[config.mk]
export PLATFORM = sky130hd
export DESIGN_NAME = obi_timer_responder
export DESIGN_NICKNAME = d
export VERILOG_FILES = /design/src/rtl/obi_timer_pkg.sv /design/src/rtl/obi_resp_pipe.sv /design/src/rtl/obi_timer_responder.sv
export SDC_FILE = /design/constraint.sdc
export NUM_CORES = 1
export LEC_CHECK = 0
export ABC_CLOCK_PERIOD_IN_PS = 4750
export BUFFER_PORTS_ARGS = -buffer_cell sky130_fd_sc_hd__buf_2
export CAP_MARGIN = 5
export CELL_PAD_IN_SITES_DETAIL_PLACEMENT = 0
export CELL_PAD_IN_SITES_GLOBAL_PLACEMENT = 1
export CORE_ASPECT_RATIO = 0.5
export CORE_MARGIN = 5
export CORE_UTILIZATION = 50
export CTS_CLUSTER_DIAMETER = 60
export DETAILED_ROUTE_END_ITERATION = 8
export PLACE_DENSITY_LB_ADDON = 0.1
export REMOVE_ABC_BUFFERS = 1
export SLEW_MARGIN = 10
export SYNTH_ARGS = -nofsm -noshare
export SYNTH_HDL_FRONTEND = slang
export SYNTH_SLANG_ARGS = --single-unit
[constraint.sdc]
create_clock -name clk_i -period 4.75 [get_ports clk_i]
set_input_delay 0.475 -clock clk_i [delete_from_list [all_inputs] [get_ports clk_i]]
set_output_delay 0.475 -clock clk_i [all_outputs]
set_load 0.02 [all_outputs]
[src/rtl/obi_timer_pkg.sv]
`default_nettype none
// +--------------------------------------------------------------------------+
// | Module   : obi_timer_pkg                                                 |
// | Purpose  : Shared definitions for the OBI machine-timer responder:       |
// |            register offsets, CTRL bit indices, response record, LFSR     |
// |            constants and a byte-enable merge helper.                     |
// | Optional : OBI_TIMER_RAND_STALL_EN uses LFSR_SEED / LFSR_TAPS.           |
// | Revision : 1.0  initial release                                          |
// +--------------------------------------------------------------------------+
package obi_timer_pkg;

  localparam logic [4:0] MTIME_LO_OFS    = 5'h00;
  localparam logic [4:0] MTIME_HI_OFS    = 5'h04;
  localparam logic [4:0] MTIMECMP_LO_OFS = 5'h08;
  localparam logic [4:0] MTIMECMP_HI_OFS = 5'h0C;
  localparam logic [4:0] CTRL_OFS        = 5'h10;
  localparam logic [4:0] PRESCALE_OFS    = 5'h14;

  localparam int CTRL_EN_BIT     = 0;
  localparam int CTRL_IRQ_EN_BIT = 1;

  typedef struct packed {
    logic        valid;
    logic        err;
    logic [31:0] rdata;
  } resp_t;

  // Fibonacci LFSR, taps 16,14,13,11 mapped onto bits [15],[13],[12],[10].
  localparam logic [15:0] LFSR_SEED = 16'hACE1;
  localparam logic [15:0] LFSR_TAPS = 16'b1011_0100_0000_0000;

  // Replace only the bytes of old_w selected by be.
  function automatic logic [31:0] be_merge(input logic [31:0] old_w,
                                           input logic [31:0] new_w,
                                           input logic [3:0]  be);
    logic [31:0] r;
    r = old_w;
    for (int i = 0; i < 4; i++) begin
      if (be[i]) r[8*i +: 8] = new_w[8*i +: 8];
    end
    return r;
  endfunction

endpackage
`default_nettype wire

[src/rtl/obi_resp_pipe.sv]
`default_nettype none
// +--------------------------------------------------------------------------+
// | Module   : obi_resp_pipe                                                 |
// | Purpose  : DEPTH-stage shift register of OBI responses, async clear.     |
// | Ports    : clk_i, rst_ni (async active-low), resp_i (stage 0 input),     |
// |            resp_o (last stage output).                                   |
// | Revision : 1.0  initial release                                          |
// +--------------------------------------------------------------------------+
module obi_resp_pipe
  import obi_timer_pkg::*;
#(
  parameter int DEPTH = 1
) (
  input  logic  clk_i,
  input  logic  rst_ni,
  input  resp_t resp_i,
  output resp_t resp_o
);

  resp_t stage_q [DEPTH];
  resp_t stage_d [DEPTH];

  always_comb begin
    stage_d[0] = resp_i;
    for (int i = 1; i < DEPTH; i++) begin
      stage_d[i] = stage_q[i-1];
    end
  end

  always_ff @(posedge clk_i or negedge rst_ni) begin
    if (!rst_ni) begin
      for (int i = 0; i < DEPTH; i++) stage_q[i] <= '0;
    end else begin
      stage_q <= stage_d;
    end
  end

  assign resp_o = stage_q[DEPTH-1];

endmodule
`default_nettype wire

[src/rtl/obi_timer_responder.sv]
`default_nettype none
// +--------------------------------------------------------------------------+
// | Module   : obi_timer_responder                                           |
// | Purpose  : OBI data-port responder with a 64-bit machine timer, compare  |
// |            interrupt and prescaler, in a 32-byte window at BASE_ADDR.    |
// | Ports    : clk_i, rst_ni (async active-low)                              |
// |            req_i/gnt_o/addr_i/we_i/be_i/wdata_i  OBI request channel     |
// |            rvalid_o/rdata_o/err_o                OBI response channel    |
// |            irq_timer_o                           level timer interrupt   |
// | Optional : OBI_TIMER_RAND_STALL_EN -- LFSR-driven random grant stalls.   |
// | Revision : 1.0  initial release                                          |
// +--------------------------------------------------------------------------+
module obi_timer_responder
  import obi_timer_pkg::*;
#(
  parameter logic [31:0] BASE_ADDR    = 32'h1500_0000,
  parameter int          RESP_LATENCY = 1,
  parameter logic [15:0] PRESCALE_RST = 16'h0000
) (
  input  logic        clk_i,
  input  logic        rst_ni,
  input  logic        req_i,
  output logic        gnt_o,
  input  logic [31:0] addr_i,
  input  logic        we_i,
  input  logic [3:0]  be_i,
  input  logic [31:0] wdata_i,
  output logic        rvalid_o,
  output logic [31:0] rdata_o,
  output logic        err_o,
  output logic        irq_timer_o
);

  if (RESP_LATENCY < 1 || RESP_LATENCY > 4) begin : g_bad_latency
    $error("obi_timer_responder: RESP_LATENCY must be 1..4");
  end

  // ---------------- grant ----------------
`ifdef OBI_TIMER_RAND_STALL_EN
  logic [15:0] lfsr_q, lfsr_d;

  assign lfsr_d = {lfsr_q[14:0], ^(lfsr_q & LFSR_TAPS)};

  always_ff @(posedge clk_i or negedge rst_ni) begin
    if (!rst_ni) lfsr_q <= LFSR_SEED;
    else         lfsr_q <= lfsr_d;
  end

  assign gnt_o = rst_ni & req_i & ~lfsr_q[0];
`else
  assign gnt_o = rst_ni & req_i;
`endif

  // ---------------- state ----------------
  logic [63:0] mtime_q, mtime_d;
  logic [63:0] mtimecmp_q, mtimecmp_d;
  logic [1:0]  ctrl_q, ctrl_d;
  logic [15:0] prescale_q, prescale_d;
  logic [15:0] pcnt_q, pcnt_d;
  logic        irq_q, irq_d;

  // ---------------- decode ----------------
  logic [31:0] offset;
  logic [4:0]  reg_ofs;
  logic        addr_err;
  logic        transfer;
  logic        wr_en;
  logic [31:0] rd_word;
  logic [31:0] wr_word;

  // Addresses below the base wrap to a huge offset and fall out of range.
  assign offset   = addr_i - BASE_ADDR;
  assign reg_ofs  = offset[4:0];
  assign addr_err = (offset[31:5] != '0) || (addr_i[1:0] != 2'b00);
  assign transfer = req_i & gnt_o;
  assign wr_en    = transfer & we_i & ~addr_err;

  always_comb begin
    rd_word = '0;
    case (reg_ofs)
      MTIME_LO_OFS:    rd_word = mtime_q[31:0];
      MTIME_HI_OFS:    rd_word = mtime_q[63:32];
      MTIMECMP_LO_OFS: rd_word = mtimecmp_q[31:0];
      MTIMECMP_HI_OFS: rd_word = mtimecmp_q[63:32];
      CTRL_OFS:        rd_word = {30'b0, ctrl_q};
      PRESCALE_OFS:    rd_word = {16'b0, prescale_q};
      default:         rd_word = '0;
    endcase
  end

  // Merging against the read view keeps unimplemented bits at zero.
  assign wr_word = be_merge(rd_word, wdata_i, be_i);

  // ---------------- next state ----------------
  always_comb begin
    mtime_d    = mtime_q;
    mtimecmp_d = mtimecmp_q;
    ctrl_d     = ctrl_q;
    prescale_d = prescale_q;
    pcnt_d     = pcnt_q;

    if (ctrl_q[CTRL_EN_BIT]) begin
      if (pcnt_q == prescale_q) begin
        pcnt_d  = '0;
        mtime_d = mtime_q + 64'd1;
      end else begin
        pcnt_d  = pcnt_q + 16'd1;
      end
    end

    // A bus write to either MTIME half overrides the increment entirely:
    // the other half and unwritten bytes keep their pre-increment value.
    if (wr_en) begin
      case (reg_ofs)
        MTIME_LO_OFS:    mtime_d    = {mtime_q[63:32], wr_word};
        MTIME_HI_OFS:    mtime_d    = {wr_word, mtime_q[31:0]};
        MTIMECMP_LO_OFS: mtimecmp_d = {mtimecmp_q[63:32], wr_word};
        MTIMECMP_HI_OFS: mtimecmp_d = {wr_word, mtimecmp_q[31:0]};
        CTRL_OFS:        ctrl_d     = wr_word[1:0];
        PRESCALE_OFS: begin
          prescale_d = wr_word[15:0];
          pcnt_d     = '0;
        end
        default: ;
      endcase
    end
  end

  assign irq_d = ctrl_q[CTRL_IRQ_EN_BIT] & (mtime_q >= mtimecmp_q);

  always_ff @(posedge clk_i or negedge rst_ni) begin
    if (!rst_ni) begin
      mtime_q    <= '0;
      mtimecmp_q <= '1;
      ctrl_q     <= '0;
      prescale_q <= PRESCALE_RST;
      pcnt_q     <= '0;
      irq_q      <= 1'b0;
    end else begin
      mtime_q    <= mtime_d;
      mtimecmp_q <= mtimecmp_d;
      ctrl_q     <= ctrl_d;
      prescale_q <= prescale_d;
      pcnt_q     <= pcnt_d;
      irq_q      <= irq_d;
    end
  end

  assign irq_timer_o = irq_q;

  // ---------------- response ----------------
  resp_t resp_in;
  resp_t resp_out;

  always_comb begin
    resp_in.valid = transfer;
    resp_in.err   = addr_err;
    resp_in.rdata = (addr_err || we_i) ? 32'h0 : rd_word;
  end

  obi_resp_pipe #(
    .DEPTH (RESP_LATENCY)
  ) u_resp_pipe (
    .clk_i  (clk_i),
    .rst_ni (rst_ni),
    .resp_i (resp_in),
    .resp_o (resp_out)
  );

  assign rvalid_o = resp_out.valid;
  assign err_o    = resp_out.err;
  assign rdata_o  = resp_out.rdata;

endmodule
`default_nettype wire

# == Word level (Yosys, flattened, before mapping) ==
# Cells that the tools add are included.
# classes
addsub,3
order_cmp,1
eq_ne,8
n_mux,15
bitwise_logic,8
n_reduce_logical,9
# op_table
op,n
case mux 64 bit (2 select lines),2
2-to-1 mux 64 bit,3
case mux 32 bit (6 select lines),1
adder 64 x 1 -> 64 bit (second input constant),1
>= comparator 64 bit,1
2-to-1 mux 16 bit,4
2-to-1 mux 32 bit,1
2-to-1 mux 8 bit,4
subtractor 32 x 29 -> 32 bit (second input constant),1
nonzero test 27 bit,1
adder 16 x 1 -> 16 bit (second input constant),1
equality test 16 bit,1
equality test 5 x 4 -> 1 bit (second input constant),2
equality test 5 bit (second input constant),2
AND reduction 3 bit,2
AND 1 bit,5
equality test 5 x 3 -> 1 bit (second input constant),1
logical NOT 5 bit,1
!= test 2 bit (second input constant),2
AND reduction 2 bit,2
inverter 1 bit,3
logical OR 1 bit,2
nonzero test 2 bit,1
# totals
reg_bits,197
wordCells,55

# == Longest topological paths before layout ==
# Gate-level depths: netlist of the first run.
# depth
depth_word,6
depth_mapped,12
mapped_depth_nobuf,9

# == Modules after synthesis ==
# From an unflattened synthesis of the first run, not the netlist that was laid out.
# unflattened
cells_unflattened,1444
hier_area_um2,13045.0
# modules_own_cells
module,instances,cells_each,area_per_inst_um2
obi_timer_responder,1,1410,12194.2
obi_resp_pipe,1,34,850.8

# == Worst setup path after synthesis of the first run ==
# Ideal clock, no wire load.
# synth_path
path_type,in2reg
from,input addr_i[24]
to,register mtime_q[14]
arrival_ns,2.889
required_ns,4.626
setup_slack_ns,1.737
path_stages,11
path_cell_list,inv_1 > ha_1 > nor4b_1 > nand3_1 > or4_1 > buf_2 > or4_1 > clkbuf_1 > o21ai_0 > nand2_1 > a211o_1
# synth_via
elab_chain_cells,6
word_cells_on_any_way,7
# synth_lines
element,line_no,rtl
start: declaration,obi_timer_responder.sv:24,"input logic [31:0] addr_i,"
subtractor 32 x 29 -> 32 bit *,obi_timer_responder.sv:72,assign offset = addr_i - BASE_ADDR;
nonzero test 27 bit *,obi_timer_responder.sv:74,assign addr_err = (offset[31:5] != '0) || (addr_i[1:0] != 2'b00);
logical OR 1 bit *,obi_timer_responder.sv:74,
via addr_err,obi_timer_responder.sv:65,logic addr_err;
inverter 1 bit *,obi_timer_responder.sv:76,assign wr_en = transfer & we_i & ~addr_err;
AND 1 bit *,obi_timer_responder.sv:76,
!= test 2 bit (no source line) or 2-to-1 mux 64 bit (tied branches),-,
end signal: assignment,obi_timer_responder.sv:140,mtime_q <= mtime_d;
end: declaration,obi_timer_responder.sv:55,"logic [63:0] mtime_q, mtime_d;"
# Mark *: on every way through the listed nets, which the timed path passes. The rest lies on a longest branch.
# A chain may end at the register's enable or synchronous reset.

# == Worst setup path in the final report of the first run ==
# layout_path
from,register mtimecmp_q[22]
to,register irq_q (netlist: irq_timer_o)
# layout_via
elab_chain_cells,2
# layout_lines
element,line_no,rtl
start: declaration,obi_timer_responder.sv:56,"logic [63:0] mtimecmp_q, mtimecmp_d;"
start signal: assignment,obi_timer_responder.sv:141,mtimecmp_q <= mtimecmp_d;
>= comparator 64 bit,obi_timer_responder.sv:129,assign irq_d = ctrl_q[CTRL_IRQ_EN_BIT] & (mtime_q >= mtimecmp_q);
AND 1 bit,obi_timer_responder.sv:129,
via irq_d,obi_timer_responder.sv:60,"logic irq_q, irq_d;"
end signal: assignment,obi_timer_responder.sv:145,irq_q <= irq_d;
end: declaration,obi_timer_responder.sv:60,
# The timed path passes the listed nets, and every way through them passes these cells.

==> run summary, run 1 <==
The logs give 1.23 ns for the setup slack on the worst flop-to-flop path and 0 for the total congestion overflow after global routing. The number of diodes added for antenna fixing was 0. The critical path crosses 9 cells after its start point. The worst setup path is captured at a flip-flop.

The count of flip-flops with a built-in enable after synthesis works out to 0. Of the total power, the share spent switching nets is 23.3%. The internal power of the cells totals 2660 uW. After synthesis, the share of flip-flops with an asynchronous set or reset is 100%. Yosys printed 0 warnings. Number of buffers and inverters on the critical path: 1. The data required time at the worst endpoint was 5.13 ns; the storage element area was 5010 um2.

The number of global-route vias before repair was 10,501. Total clock buffers created by CTS: 17. The pin count of the biggest net entering global routing was 74. The run gives 24,000 um2 as the core footprint. Summed over all nets, the half-perimeter wirelength after detailed placement is 27,700 um. The tools report the final wirelength as 38,900 um. Synthesis inferred 197 register bits.

The total count of hold-check failures in the final report came out at 0. The kind of cell with the highest combined delay along the critical path is compound AO/OA/AOI/OAI gates. The routed wirelength normalized by instance count was 22.3 um; the worst-case headroom to the max-slew limit was 15.1%. The floorplan has 40 rows. The mean number of vias per cell came out at 6.25. The pre-antenna-repair detailed-routing pass consisted of 5 iterations.

From left edge to right edge, the die measures 231 um. Buffers added to address setup during post-CTS repair amount to 0. TritonCTS built the clock tree. The first global-routing pass estimated 60,500 um of wire. Setup repair after global routing left no endpoint under its margin. The worst path setup slack after routing was 1.23 ns. The run gives 10,909 as the vias after detailed routing.

The most frequent standard cell in the layout excluding fill and tap cells was sky130_fd_sc_hd__o21ai_0. The starting density of the core came out at 50.8%. The count of nets left with antenna violations once routing finished came out at 0. The setup-violating endpoint count in the final report was 0. Synthesis produced a netlist whose cell count is 1,348. Counting along the longest clock path gives a buffer depth of 2. In this run, the clock network consumes 46.5% of the power.

On the worst path, the slowest cell contributes a delay of 0.78 ns. The area used by multi-input combinational logic is 6570 um2. The proportion of power drawn by flip-flops and latches is 48.4%, and the data arrival time of the worst path is 3.90 ns.

The endpoint identified for the worst register-to-register timing path is irq_timer_o. The H-tree was split into 4 levels. On the final layout, the worst hold slack is 0.279 ns.

The number of distinct library cell variants in the gate-level netlist after synthesis was 69. The number of cells on the worst reg-to-reg path is 9. The power density over the cells was 254 nW/um2. In this run the mean area of a mapped cell was 9.03 um2. The congestion estimate from routability-driven global placement came to 0.906. Compared with the post-synthesis result, the final layout area differs by 12.4%.

In the synthesized netlist the dominant register cell turns out to be sky130_fd_sc_hd__dfrtp_1. The worst-case IR drop observed on VDD is 0.000244 V. In this run, the number of DRC markers left after iteration 0 of detailed routing was 1,048. The synthesized cell area was 12,200 um2. The top cell type by area accounts for 27.3% of the synthesized area. Clock tree synthesis selected as its root buffer the cell sky130_fd_sc_hd__clkbuf_16. The tools report the initial antenna violation count as 0.

Sorting the synthesized cells by area gives the leading types as sky130_fd_sc_hd__dfrtp_1, sky130_fd_sc_hd__dfstp_2, sky130_fd_sc_hd__ha_1, sky130_fd_sc_hd__mux2i_1, sky130_fd_sc_hd__o21ai_0. In this run the static leakage power is 0.00575 uW. After detailed routing, the number of remaining DRC violations is 0. The I/O pin total was 108; the reported max-cap violation count was 0. The total of fill cells in the finished design is 2,152. The smallest clock period supported by the final layout is computed as 3.52 ns. The ratio of final minimum period to clock period was 74.0%.

The cell with the biggest individual delay on the critical path was sky130_fd_sc_hd__nor4_1. Port buffering added 107 buffers. After clock tree synthesis, the clock-pin slew on the worst setup and hold paths is 0.07 ns. The flow ran to the end, and the final reports show no timing, DRC or antenna violations. For this design the total switching power over the nets is 809 uW.

The total global routing track utilization was 28.0%. The critical path is of the flip-flop to flip-flop type. The maximum net fanout on the critical path came out at 3. The top cell type by total area after synthesis was sky130_fd_sc_hd__dfrtp_1. The actual slew at the worst max-slew pin is 1.27 ns. In the layout the commonest cells are sky130_fd_sc_hd__o21ai_0, sky130_fd_sc_hd__nand2_1, sky130_fd_sc_hd__dfrtp_1. The logs give 0 for the number of max-slew violations in the final report and 0 ns for the setup TNS. The die is 120 um tall. For the worst-skew pair, the clock arrives at the later sink with an insertion delay of 0.46 ns.

The signal on the critical path passes through inv_1 > ha_1 > nand4_1 > nor4_1 > o21ai_0 > a21oi_1 > o21ai_0 > a31o_2 > a21oi_1. Derived from the worst setup path, the maximum achievable clock frequency is 284 MHz. The die covers 27,800 um2. For this design, the CTS-stage hold fixing added 0 buffers. The reg-to-reg startpoint was mtimecmp_q[22]. The sequential cell area fraction in the yosys report is 41.1%, and the post-placement setup slack is 1.27 ns.

The tree built by TritonCTS fans out to 197 sinks. Count of instances resized after the clock tree is built: 0. The startpoint type of the worst setup path is a flip-flop.

Logic gate share of total power: 5.1%. The min-delay analysis places its worst path in the category input port to asynchronous set/reset pin. The setup clock skew after layout is 0.00942 ns, and the fraction of layout instances using a drive strength above 1 is 17.6%. The final net count is 1,556.
==> per-stage QoR <==
stage          power (uW)  util [%]  area, um2  instances
2_1_floorplan        1770         -      11900       1267
3_3_place_gp         1890      54.3      13000       1712
3_5_place_dp         1890      54.3      13000       1712
4_1_cts              3500      57.0      13700       1744
5_1_grt              3580      57.1      13700       1745
6_report             3470      57.1      13700       1745
==> routing by layer <==
layer  track usage [%]  routed length (um)  up-vias
li1                  -                   -     5047
met4              7.27                 612        0
met2              42.3               17100      406
met5                 0                   0        -
met1              41.0               18300     5416
met3              6.17                2850       40
==> power groups by stage <==
stage	sequential [uW]	clock, uW	combinational [uW]
2_1_floorplan	1710	0	56.2
3_3_place_gp	1710	0	175
3_5_place_dp	1710	0	177
4_1_cts	1680	1640	178
5_1_grt	1680	1710	193
6_report	1680	1620	176
==> registers in the layout, summed over array words and instances, names as in the netlist <==
| signal | count |
|---|---|
| ctrl_q | 2 |
| irq_timer_o | 1 |
| mtime_q | 64 |
| mtimecmp_q | 64 |
| pcnt_q | 16 |
| prescale_q | 16 |
| u_resp_pipe.resp_o | 34 |
==> cell families after synthesis <==
logic type | after synthesis | synth area share (%)
adder cells (fa/ha/maj) | 67 | 6.88
buffers and inverters | 171 | 5.45
multiplexers | 77 | 6.35
flip-flops | 197 | 41.1
XOR/XNOR | 42 | 3.02
AND/OR/NAND/NOR | 439 | 18.8
AO/OA/AOI/OAI | 355 | 18.4
==> cells in the mapped netlist (all sizes together) (10+ instances only) <==
library cell  count
o32a             10
nor4             25
a221oi           22
nor2             54
o22ai            20
dfrtp           133
a21o             12
mux2i            75
and3             23
clkbuf           59
xor2             29
a31oi            14
o211ai           11
nor3             28
dfstp            64
nand4            28
or4              11
buf              22
xnor2            13
a21oi            53
a22oi            17
nand2           140
inv              90
o21ai           147
ha               67
and2             45
and4             15
nand3            41
==> layout make-up <==
class | count | share of cell area [%]
clock buffer | 21 | 3.44
timing repair buffer | 131 | 5.38
inverter | 90 | 2.47
sequential | 197 | 36.6
multi-input combinational | 980 | 48.0
tap | 315 | 2.88
clock inverter | 11 | 1.25
==> worst max-delay path by stage <==
stage / start / end / slack [ns]
CTS: mtimecmp_q[22] / irq_timer_o / 1.42
detailed placement: addr_i[24] / mtime_q[7] / 1.27
finish: mtimecmp_q[22] / irq_timer_o / 1.23
global route: mtimecmp_q[22] / irq_timer_o / 1.19
global placement: addr_i[24] / mtime_q[7] / 1.33
floorplan: addr_i[3] / mtime_q[1] / -0.63
Power figures use the tool's default switching activity.
==> inputs of run 2 (changes only) <==
ABC_CLOCK_PERIOD_IN_PS = 3300   (was 4750)
CORE_UTILIZATION = 47   (was 50)
clock period = 3.3 ns   (was 4.75 ns; I/O delays follow)
==> run summary, run 2 (synthesis gave the netlist of run 1 again) <==
The port buffer count was 107 (unchanged). The logs give 0 (unchanged) for the remaining number of nets flagged by the antenna check after routing and 0.21 ns (-1.02 ns) for the setup slack on the worst flop-to-flop path. The library cell used most frequently in the layout, excluding fill and tap cells, is sky130_fd_sc_hd__o21ai_0. STA classifies the critical path endpoint as a flip-flop.

The data arrival time of the worst path came out at 3.43 ns (-0.47 ns). TritonCTS built the clock tree. The initial detailed-routing violation count was 1,003 (-4.3%). Worst hold-check slack: 0.0578 ns (-0.221 ns). The worst voltage drop across the vdd grid came out at 0.000353 V (+45%). The maximum net fanout on the critical path is 12 (+9). Overall power after layout: 4840 uW (+39%). Number of max-slew violations in the final report: 0 (unchanged).

The mean number of vias per cell works out to 6.06 (-3.1%). The time the worst path needs with I/O delays and setup is 3.09 ns (-0.428 ns), and the die area is 29,400 um2 (+6.0%). The setup clock skew after layout was 0.00851 ns (-0.000912 ns). The number of global-route vias before repair is 10,652 (+1.4%), and the signed area change from the synthesized netlist to the final layout is 15.3%. Setup-violating endpoint count in the final report: 0 (unchanged). STA classifies the critical path startpoint as a flip-flop. The number of search-and-repair iterations in the first detailed-routing pass was 5 (unchanged).

For the total count of hold-check failures in the final report, the log shows 0 (unchanged). The logs give 143 (+93%) for the pin count of the biggest net entering global routing and 28.3% (+0.35 points) for the total global routing track utilization. The total congestion overflow after global routing was 0 (unchanged).

The worst-case headroom to the max-slew limit is 44.1% (+29 points). Die boundary width: 238 um (+3.0%). The tools report the I/O pin total as 108 (unchanged).

The setup path with the least slack is of type flip-flop to flip-flop. The final routed DRC violation total was 0 (unchanged). The clock root buffer was sky130_fd_sc_hd__clkbuf_16. The run gives 25,300 um2 (+5.7%) as the core footprint.

The routed wirelength normalized by instance count is 22.7 um (+1.9%). Post-CTS setup buffer count: 0 (unchanged). The clock net sink count is 197 (unchanged). The total clock buffers created by CTS is 17 (unchanged). The number of cell instances on the worst register-to-register path came out at 8 (-1). The flow ran to the end, and the final reports show no timing, DRC or antenna violations. The fraction of layout instances using a drive strength above 1 came out at 19.5% (+1.9 points). The run gives 13,500 um2 (+3.3%) as the placement-stage cell area.

The clock insertion delay at the later pin of the skew report was 0.45 ns (about the same); the ratio of final minimum period to clock period was 93.6% (+20 points). The final wirelength came out at 41,200 um (+5.9%). The run gives 0.924 (+1.9%) as the last weighted congestion value of the routability-driven placer. The starting density of the core came out at 48.0% (-2.7 points). Clock-pin slew on the worst setup and hold paths: 0.07 ns (about the same). The run gives 0.00592 uW (+2.9%) as the reported leakage power. The final design instance area without fill was 14,000 um2 (+2.6%). In this run the critical register-to-register path is captured at mtime_q[49]. The total of fill cells in the finished design was 2,374 (+10%). Setup repair after global routing left no endpoint under its margin. The actual slew at the worst max-slew pin came out at 0.815 ns (-0.459 ns).

The power density over the cells is 345 nW/um2 (+36%). The chip height was 124 um (+2.9%); the peak clock frequency supported by timing was 324 MHz (+14%). The reg-to-reg startpoint is pcnt_q[9]. The run gives 4 (unchanged) as the H-tree level count. The run gives 0 (unchanged) as the number of buffers added to fix hold violations after cts. The final net count was 1,595 (+2.5%).

In the layout the commonest cells are sky130_fd_sc_hd__o21ai_0, sky130_fd_sc_hd__nand2_1, sky130_fd_sc_hd__dfrtp_1. For the count of instances resized after the clock tree is built, the log shows 0 (unchanged). The run gives 30,000 um (+8.1%) as the HPWL after detailed placement. The row count is 41 (+2.5%). The logs give 0 (unchanged) for the reported max-cap violation count and 0 (unchanged) for the initial antenna violation count.

The data required time at the worst endpoint is 3.64 ns (-1.49 ns). The setup TNS is 0 ns (unchanged), and the global-route wire length before repair is 64,000 um (+5.8%). The area used by multi-input combinational logic is 6560 um2 (-0.13%). The maximum count of clock buffers along a single path was 2 (unchanged); the storage element area was 5010 um2 (unchanged). The run gives 10,987 (+0.72%) as the vias after detailed routing. The tightest min-delay check is of the input port to asynchronous set/reset pin type.
run 2: worst max-delay path by stage:
stage,startpoint,to,slack [ns],depth (start not counted)
global route,pcnt_q[9],mtime_q[49],0.16,8
detailed placement,addr_i[24],mtime_q[58],0.13,12
floorplan,addr_i[3],mtime_q[1],-1.94,6
finish,pcnt_q[9],mtime_q[49],0.21,8
global placement,addr_i[24],mtime_q[7],0.17,11
CTS,pcnt_q[9],mtime_q[49],0.26,8
run 2: critical path, stage by stage (launching register included):
cell                       delay, ns
sky130_fd_sc_hd__dfrtp_1        0.43
sky130_fd_sc_hd__xor2_1         0.16
sky130_fd_sc_hd__nor4_1         0.36
sky130_fd_sc_hd__nand4_1        0.31
sky130_fd_sc_hd__buf_4          0.29
sky130_fd_sc_hd__or4_1          0.68
sky130_fd_sc_hd__o41ai_1        0.38
sky130_fd_sc_hd__a21oi_1        0.11
sky130_fd_sc_hd__a211oi_1       0.25
run 2: metrics by stage:
step | util (%) | cells | worst slack, ns
6_report | 55.4 | 1814 | 0.212
4_1_cts | 55.4 | 1813 | 0.258
3_3_place_gp | 53.1 | 1781 | 0.167
2_1_floorplan | - | 1267 | -1.94
5_1_grt | 55.4 | 1813 | 0.164
3_5_place_dp | 53.1 | 1781 | 0.132
run 2: final cells by class:
type / count / area share (%)
sequential: 197 / 35.7
inverter: 90 / 2.41
clock inverter: 7 / 0.695
tap: 344 / 3.07
multi-input combinational: 980 / 46.7
clock buffer: 25 / 3.46
antenna: 1 / 0.0178
timing repair buffer: 170 / 7.96
run 2: report_power, final:
part	internal [uW]	switching [uW]	total [uW]	leakage, uW
logic	85.4	184	269	0.00335
clock network	1180	973	2150	0.000278
registers	2420	0.346	2420	0.00229
total	3680	1160	4840	0.00592
run 2: metal layers:
metal,wire [um],global-route usage [%],vias up
li1,-,-,5119
met1,20000,42.2,5440
met2,17200,41.5,382
met3,3210,6.77,46
met4,813,7.24,0
met5,0,0,-
